--- src/rtl/half_buffer_fill_scheduler.sv ---
// Ping-pong buffer scheduler: paces FPGA-side word reads across two 128-word halves,
// requests ARM refills of consumed halves and latches the first fault it sees.
module half_buffer_fill_scheduler #(
  parameter logic [15:0] READ_INTERVAL = 16'h0118,
  parameter logic [15:0] REQ_TIMEOUT   = 16'h4000
) (
  input  logic        clock,
  input  logic        resetN,
  input  logic        enable,
  output logic [7:0]  addressAtBuffer,
  input  logic [31:0] dataAtBuffer,
  output logic [31:0] wordOut,
  output logic        wordValid,
  output logic        fillBuffer,
  output logic        fillHalf,
  input  logic        msgToFillBufferWasReceived,
  input  logic        fillDone,
  output logic        error,
  output logic [1:0]  errorCode
);

  typedef enum logic [1:0] {
    IDLE      = 2'b00,
    REQ       = 2'b01,
    WAIT_DONE = 2'b10,
    ERROR     = 2'b11
  } state_t;

  localparam logic [1:0] CODE_UNDERRUN = 2'b01;
  localparam logic [1:0] CODE_OVERRUN  = 2'b10;
  localparam logic [1:0] CODE_TIMEOUT  = 2'b11;

  state_t      state_r, stateNext_s;
  logic        sel_r, selNext_s;
  logic [1:0]  halfReady_r, halfReadyNext_s;
  logic [1:0]  pendingFill_r, pendingFillNext_s;
  logic        primed_r;
  logic [15:0] paceCnt_r;
  logic [15:0] timer_r, timerNext_s;
  logic [7:0]  addr_r;
  logic [31:0] wordOut_r;
  logic        wordValid_r;
  logic        fillBuffer_r;
  logic        fillHalf_r;
  logic        error_r;
  logic [1:0]  errorCode_r;

  logic        curHalf_s;
  logic        pacerRun_s;
  logic        terminal_s;
  logic        readOk_s;
  logic        underrun_s;
  logic        leaveHalf_s;
  logic        doneOk_s;
  logic        overrun_s;
  logic        timeout_s;
  logic        anyErr_s;
  logic [1:0]  errCode_s;
  logic        reqHold_s;

  // Pacer and fault detection
  always_comb begin
    curHalf_s   = addr_r[7];
    pacerRun_s  = primed_r && enable && (state_r != ERROR) && !error_r;
    terminal_s  = pacerRun_s && (paceCnt_r == (READ_INTERVAL - 16'd1));
    readOk_s    = terminal_s && halfReady_r[curHalf_s];
    underrun_s  = terminal_s && !halfReady_r[curHalf_s];
    leaveHalf_s = readOk_s && (addr_r[6:0] == 7'h7F);
    // A fill completing on the very half being vacated this cycle is illegal.
    doneOk_s    = fillDone && (state_r == WAIT_DONE) &&
                  !(leaveHalf_s && (curHalf_s == sel_r));
    overrun_s   = fillDone && !doneOk_s;
    timeout_s   = ((state_r == REQ) || (state_r == WAIT_DONE)) &&
                  (timer_r == (REQ_TIMEOUT - 16'd1));
    anyErr_s    = underrun_s || overrun_s || timeout_s;
    if (overrun_s) begin
      errCode_s = CODE_OVERRUN;
    end else if (underrun_s) begin
      errCode_s = CODE_UNDERRUN;
    end else if (timeout_s) begin
      errCode_s = CODE_TIMEOUT;
    end else begin
      errCode_s = 2'b00;
    end
  end

  // Half bookkeeping: consumption and refill completion may hit different halves together
  always_comb begin
    halfReadyNext_s   = halfReady_r;
    pendingFillNext_s = pendingFill_r;
    if (leaveHalf_s) begin
      halfReadyNext_s[curHalf_s]   = 1'b0;
      pendingFillNext_s[curHalf_s] = 1'b1;
    end else begin
      halfReadyNext_s[curHalf_s]   = halfReady_r[curHalf_s];
    end
    if (doneOk_s) begin
      halfReadyNext_s[sel_r]   = 1'b1;
      pendingFillNext_s[sel_r] = 1'b0;
    end else begin
      pendingFillNext_s[sel_r] = pendingFillNext_s[sel_r];
    end
  end

  // Request FSM next state and handshake timer
  always_comb begin
    stateNext_s = state_r;
    selNext_s   = sel_r;
    case (state_r)
      IDLE: begin
        if (enable && (pendingFill_r != 2'b00)) begin
          stateNext_s = REQ;
          selNext_s   = ~pendingFill_r[0];
        end else begin
          stateNext_s = IDLE;
        end
      end
      REQ: begin
        if (msgToFillBufferWasReceived) begin
          stateNext_s = WAIT_DONE;
        end else begin
          stateNext_s = REQ;
        end
      end
      WAIT_DONE: begin
        if (doneOk_s) begin
          stateNext_s = IDLE;
        end else begin
          stateNext_s = WAIT_DONE;
        end
      end
      ERROR:   stateNext_s = ERROR;
      default: stateNext_s = ERROR;
    endcase
    if (anyErr_s) begin
      stateNext_s = ERROR;
    end else begin
      stateNext_s = stateNext_s;
    end

    if (stateNext_s != state_r) begin
      timerNext_s = 16'd0;
    end else if ((state_r == REQ) || (state_r == WAIT_DONE)) begin
      timerNext_s = timer_r + 16'd1;
    end else begin
      timerNext_s = 16'd0;
    end

    reqHold_s = (state_r == REQ) && (stateNext_s == REQ);
  end

  // FSM, bookkeeping and timer registers
  always_ff @(posedge clock or negedge resetN) begin
    if (!resetN) begin
      state_r       <= IDLE;
      sel_r         <= 1'b0;
      halfReady_r   <= 2'b00;
      pendingFill_r <= 2'b11;
      primed_r      <= 1'b0;
      timer_r       <= 16'd0;
    end else begin
      state_r       <= stateNext_s;
      sel_r         <= selNext_s;
      halfReady_r   <= halfReadyNext_s;
      pendingFill_r <= pendingFillNext_s;
      primed_r      <= primed_r | halfReadyNext_s[0];
      timer_r       <= timerNext_s;
    end
  end

  // Read pacing, address walk and registered outputs
  always_ff @(posedge clock or negedge resetN) begin
    if (!resetN) begin
      paceCnt_r    <= 16'd0;
      addr_r       <= 8'h00;
      wordOut_r    <= 32'h0000_0000;
      wordValid_r  <= 1'b0;
      fillBuffer_r <= 1'b0;
      fillHalf_r   <= 1'b0;
      error_r      <= 1'b0;
      errorCode_r  <= 2'b00;
    end else begin
      if (readOk_s) begin
        paceCnt_r <= 16'd0;
        addr_r    <= addr_r + 8'd1;
        wordOut_r <= dataAtBuffer;
      end else if (pacerRun_s && !terminal_s) begin
        paceCnt_r <= paceCnt_r + 16'd1;
      end else begin
        paceCnt_r <= paceCnt_r;
      end
      wordValid_r  <= readOk_s;
      fillBuffer_r <= reqHold_s;
      fillHalf_r   <= reqHold_s ? sel_r : 1'b0;
      if (!error_r && anyErr_s) begin
        error_r     <= 1'b1;
        errorCode_r <= errCode_s;
      end else begin
        error_r     <= error_r;
        errorCode_r <= errorCode_r;
      end
    end
  end

  assign addressAtBuffer = addr_r;
  assign wordOut         = wordOut_r;
  assign wordValid       = wordValid_r;
  assign fillBuffer      = fillBuffer_r;
  assign fillHalf        = fillHalf_r;
  assign error           = error_r;
  assign errorCode       = errorCode_r;

endmodule

--- config.mk ---
export PLATFORM = sky130hd
export DESIGN_NAME = half_buffer_fill_scheduler
export DESIGN_NICKNAME = d
export VERILOG_FILES = /design/src/rtl/half_buffer_fill_scheduler.sv
export SDC_FILE = /design/constraint.sdc
export NUM_CORES = 1
export LEC_CHECK = 0
export BUFFER_PORTS_ARGS = -buffer_cell sky130_fd_sc_hd__buf_4
export CAP_MARGIN = 20
export CORE_ASPECT_RATIO = 1.5
export CORE_MARGIN = 5
export CORE_UTILIZATION = 40
export DETAILED_ROUTE_END_ITERATION = 12
export PLACE_DENSITY = 0.67
export SETUP_SLACK_MARGIN = 0.4
export SYNTH_ARGS = -nofsm -noshare
export SYNTH_HDL_FRONTEND = slang
export SYNTH_SLANG_ARGS = --single-unit
--- constraint.sdc ---
create_clock -name clock -period 2.02 [get_ports clock]
set_input_delay 0.404 -clock clock [delete_from_list [all_inputs] [get_ports clock]]
set_output_delay 0.404 -clock clock [all_outputs]
set_load 0.01 [all_outputs]
==> impl_results.md <==
- Status: finished, violations left
- Failing checks: hold timing, setup timing
- Slew @ Worst Pin: 0.423 ns
- Worst setup EP type: register
- Pin count of the biggest net entering global routing: 33
- Total power: 5.03 mW
- Multi-input gate area: 2270 sq um
- Seq/Total Area, Yosys: 54.4%
- Longest Clk Path Bufs: 2
- Die area: 12000 sq um
- Critical Path AT: 2.48 ns
- Slew Viols, Final: 0
- P per Cell Area: 755 nW/um^2
- Floorplan die width: 91.3 microns
- Number of flops mapped to enable cells by yosys: 0
- Later-pin clock latency in the skew report: 0.35 ns
- Leak: 3.19 nW
- Hold_ws: -0.00909 ns
- Share of post-route cells with drive strength above 1: 62.6%
- Mapped Nets: approximately 370
- Worst Path Required: 2.28 ns
- Final setup viols: 55
- CP startpoint kind: register
- Crit Path Class: reg -> reg
- Peak supply drop: 0.720 mV
- GRT Total Usage: between 10% and 20%
- Post-DR wirelength/cell: roughly 19 microns
- Area Overhead vs Synth: 68.0%
- CTS root buf: clkbuf_16
- Fin. Hold Viols: 15
- Max stage delay on crit path: 0.49 ns
- Final period utilization: 110%
- Vias in the first global route: 3557
- Max Cap Viol: 0
- CTS tree: built
- Commonest cells after routing, fill and taps aside: buf_4, dfrtp_1, mux2_4
- Fmax: 449 MHz
- Fillers: 644
- Worst Hold Class: in -> async
- Mapped Cells: 327
- Reg area: ~2200 sq um
- Syn avg cell area: 12.1 sq um
- Total congestion overflow: 0
- Chip Height: 132 microns
- Ys Warns: 0
- Nets: 567
- Synthesized area: 3960 sq um
- Unrepaired setup endpoints after global routing: true
- Yosys cell types: 50
- First-pass GRT wire length: 17500 microns
- CORE AREA: 9690 sq um
- Vias: 3321
- Commonest non-fill, non-tap cell in the layout: buf_4
- RePlAce Congestion: 0.840
- Port Buffer Count: 82
- Flops & latches, synth: 86
- I/O pin count: 83
- Sequential share of power: between 30% and 40%
- Initial Util: 40.9%
- Clock sinks: 86
- Clock edge transition at the registers on the reported setup and hold paths: 0.07 ns
- Vias per cell: 5.17
- Post-DRT Antenna Nets: 0
- Worst slew margin: 71.6%
- Detailed placement HPWL: 6960 microns
- Crit path time final: ~2.2 ns
- Worst slack, placed: -0.340 ns
- First-pass DRT Iterations: 4
- Crit Path Max Fanout: 8
- Final Util: 68.7%
- Diode count: 0
- Drt drc: 0
- CTS Buf Count: 9
- Int Pwr: 3.49 mW
- WL final: 11900 microns
- Worst Reg2Reg Path Length in Cells: 9
- Clock share of power: 33.7%
- DRC violation total after the first TritonRoute iteration: 150
- Initial antenna violation count: 0
- Hold Buf Count CTS: 0
- Final Skew: roughly 0.014 ns
- NetSw: 1.54 mW
- Asr flop ratio synth: 100%
- Combinational share of power: 30.7%
- Worst-path cell chain: ha_2, nand2_2, or4_4, a211oi_4, buf_4, o31a_4, o21ai_4, clkbuf_16, nor3_2
- Synth Flop Type: dfrtp_1
- CP max stage cell: or4_4
- Switching share of power: between 30 and 40%
- Htree depth: 3
- Num rows: 44
- Setup TNS Final: -4.87 ns
- Post-route setup slack: -0.206 ns
synth_stat cells, types with 2 or more instances:
cell,count,area share [%]
a21oi_1,4,0.51
and3_1,3,0.47
and4_1,2,0.44
buf_2,4,0.51
buf_4,2,0.38
dfrtp_1,84,53
dfstp_2,2,1.3
ha_1,8,2.5
inv_1,12,1.1
mux2_2,34,9.7
nand2_1,25,2.4
nand2b_1,2,0.32
nand3_1,12,1.5
nand4_1,12,1.9
nor2_1,21,2.0
nor3_1,11,1.4
nor3_2,10,2.5
nor3b_1,2,0.38
nor4_1,2,0.32
nor4b_1,2,0.44
nor4bb_1,2,0.51
o21ai_0,6,0.76
o22a_1,2,0.44
or3_1,4,0.63
xnor2_1,21,4.6
xor2_1,14,3.1
through the flow:
stage               std cells  area (sq um)
global route              642          6660
global placement          586          5420
detailed placement        586          5420
CTS                       625          6340
finish                    642          6660
floorplan                 327          4190
worst paths after layout:
path,from,end,slack [ns]
worst max-delay path,addressAtBuffer[1],timer_r[11],-0.21
worst min-delay path,resetN,wordOut[30],-0.009
worst max register to register,addressAtBuffer[1],timer_r[11],-0.21
worst min register to register,paceCnt_r[15],paceCnt_r[15],0.47
max in group asynchronous,resetN,pendingFill_r[0],1.45
min in group clock,dataAtBuffer[4],wordOut[4],0.28
cell type report:
cell class                      instances  area share, %
Tap cell                              115           2.16
Sequential cell                        86           32.4
Clock inverter                          7           1.20
Timing Repair Buffer                  192           26.0
Clock buffer                            9           3.38
Inverter                               12          0.752
Multi-Input combinational cell        221           34.1
critical path: cells and delay by family, from the launching register on:
kind,cells,cell delay (ns)
AND/OR/NAND/NOR,3,0.76
AO/OA/AOI/OAI,3,0.46
flip-flops,1,0.37
buffers and inverters,2,0.34
adder cells (fa/ha/maj),1,0.20
flip-flops by register name (all words and copies together) (netlist names), 2 cells and up:
| register | cells |
|---|---|
| pendingFill_r | 2 |
| timer_r | 16 |
| errorCode | 2 |
| state_r | 2 |
| paceCnt_r | 16 |
| addressAtBuffer | 8 |
| wordOut | 32 |
| halfReady_r | 2 |
power groups by stage:
stage	Sequential (mW)	Clock, mW	Combinational, mW
CTS	1.78	1.71	1.31
finish	1.79	1.70	1.54
detailed placement	1.82	0	0.959
global route	1.79	1.81	1.65
global placement	1.81	0	0.927
floorplan	1.82	0	0.634
kinds of logic after synthesis:
kind of cell / Yosys count / share of synthesized area [%]
compound gates: 23 / 4.70
xor+xnor: 36 / 8.43
fa+ha+maj: 8 / 2.53
buf+inv: 20 / 2.40
flops: 86 / 54.4
mux: 35 / 9.91
simple gates: 119 / 17.7
what timing repair did:
action / CTS / global route
hold endpoints to repair: 0 / 0
buffers inserted: 20 / 15
resized for setup: 81 / 32
pin swaps: 47 / 20
cloned: 3 / 2
endpoints found under the setup margin: 83 / 84
layer usage:
metal  GRT usage, %  wire length [microns]  up-vias
li1               -                      -     1532
met1           19.2                   4280     1652
met2           33.2                   6560      104
met3           5.37                    656       33
met4           6.20                    418        0
met5              0                      0        -
No activity file was read; power rests on OpenSTA's default activity.
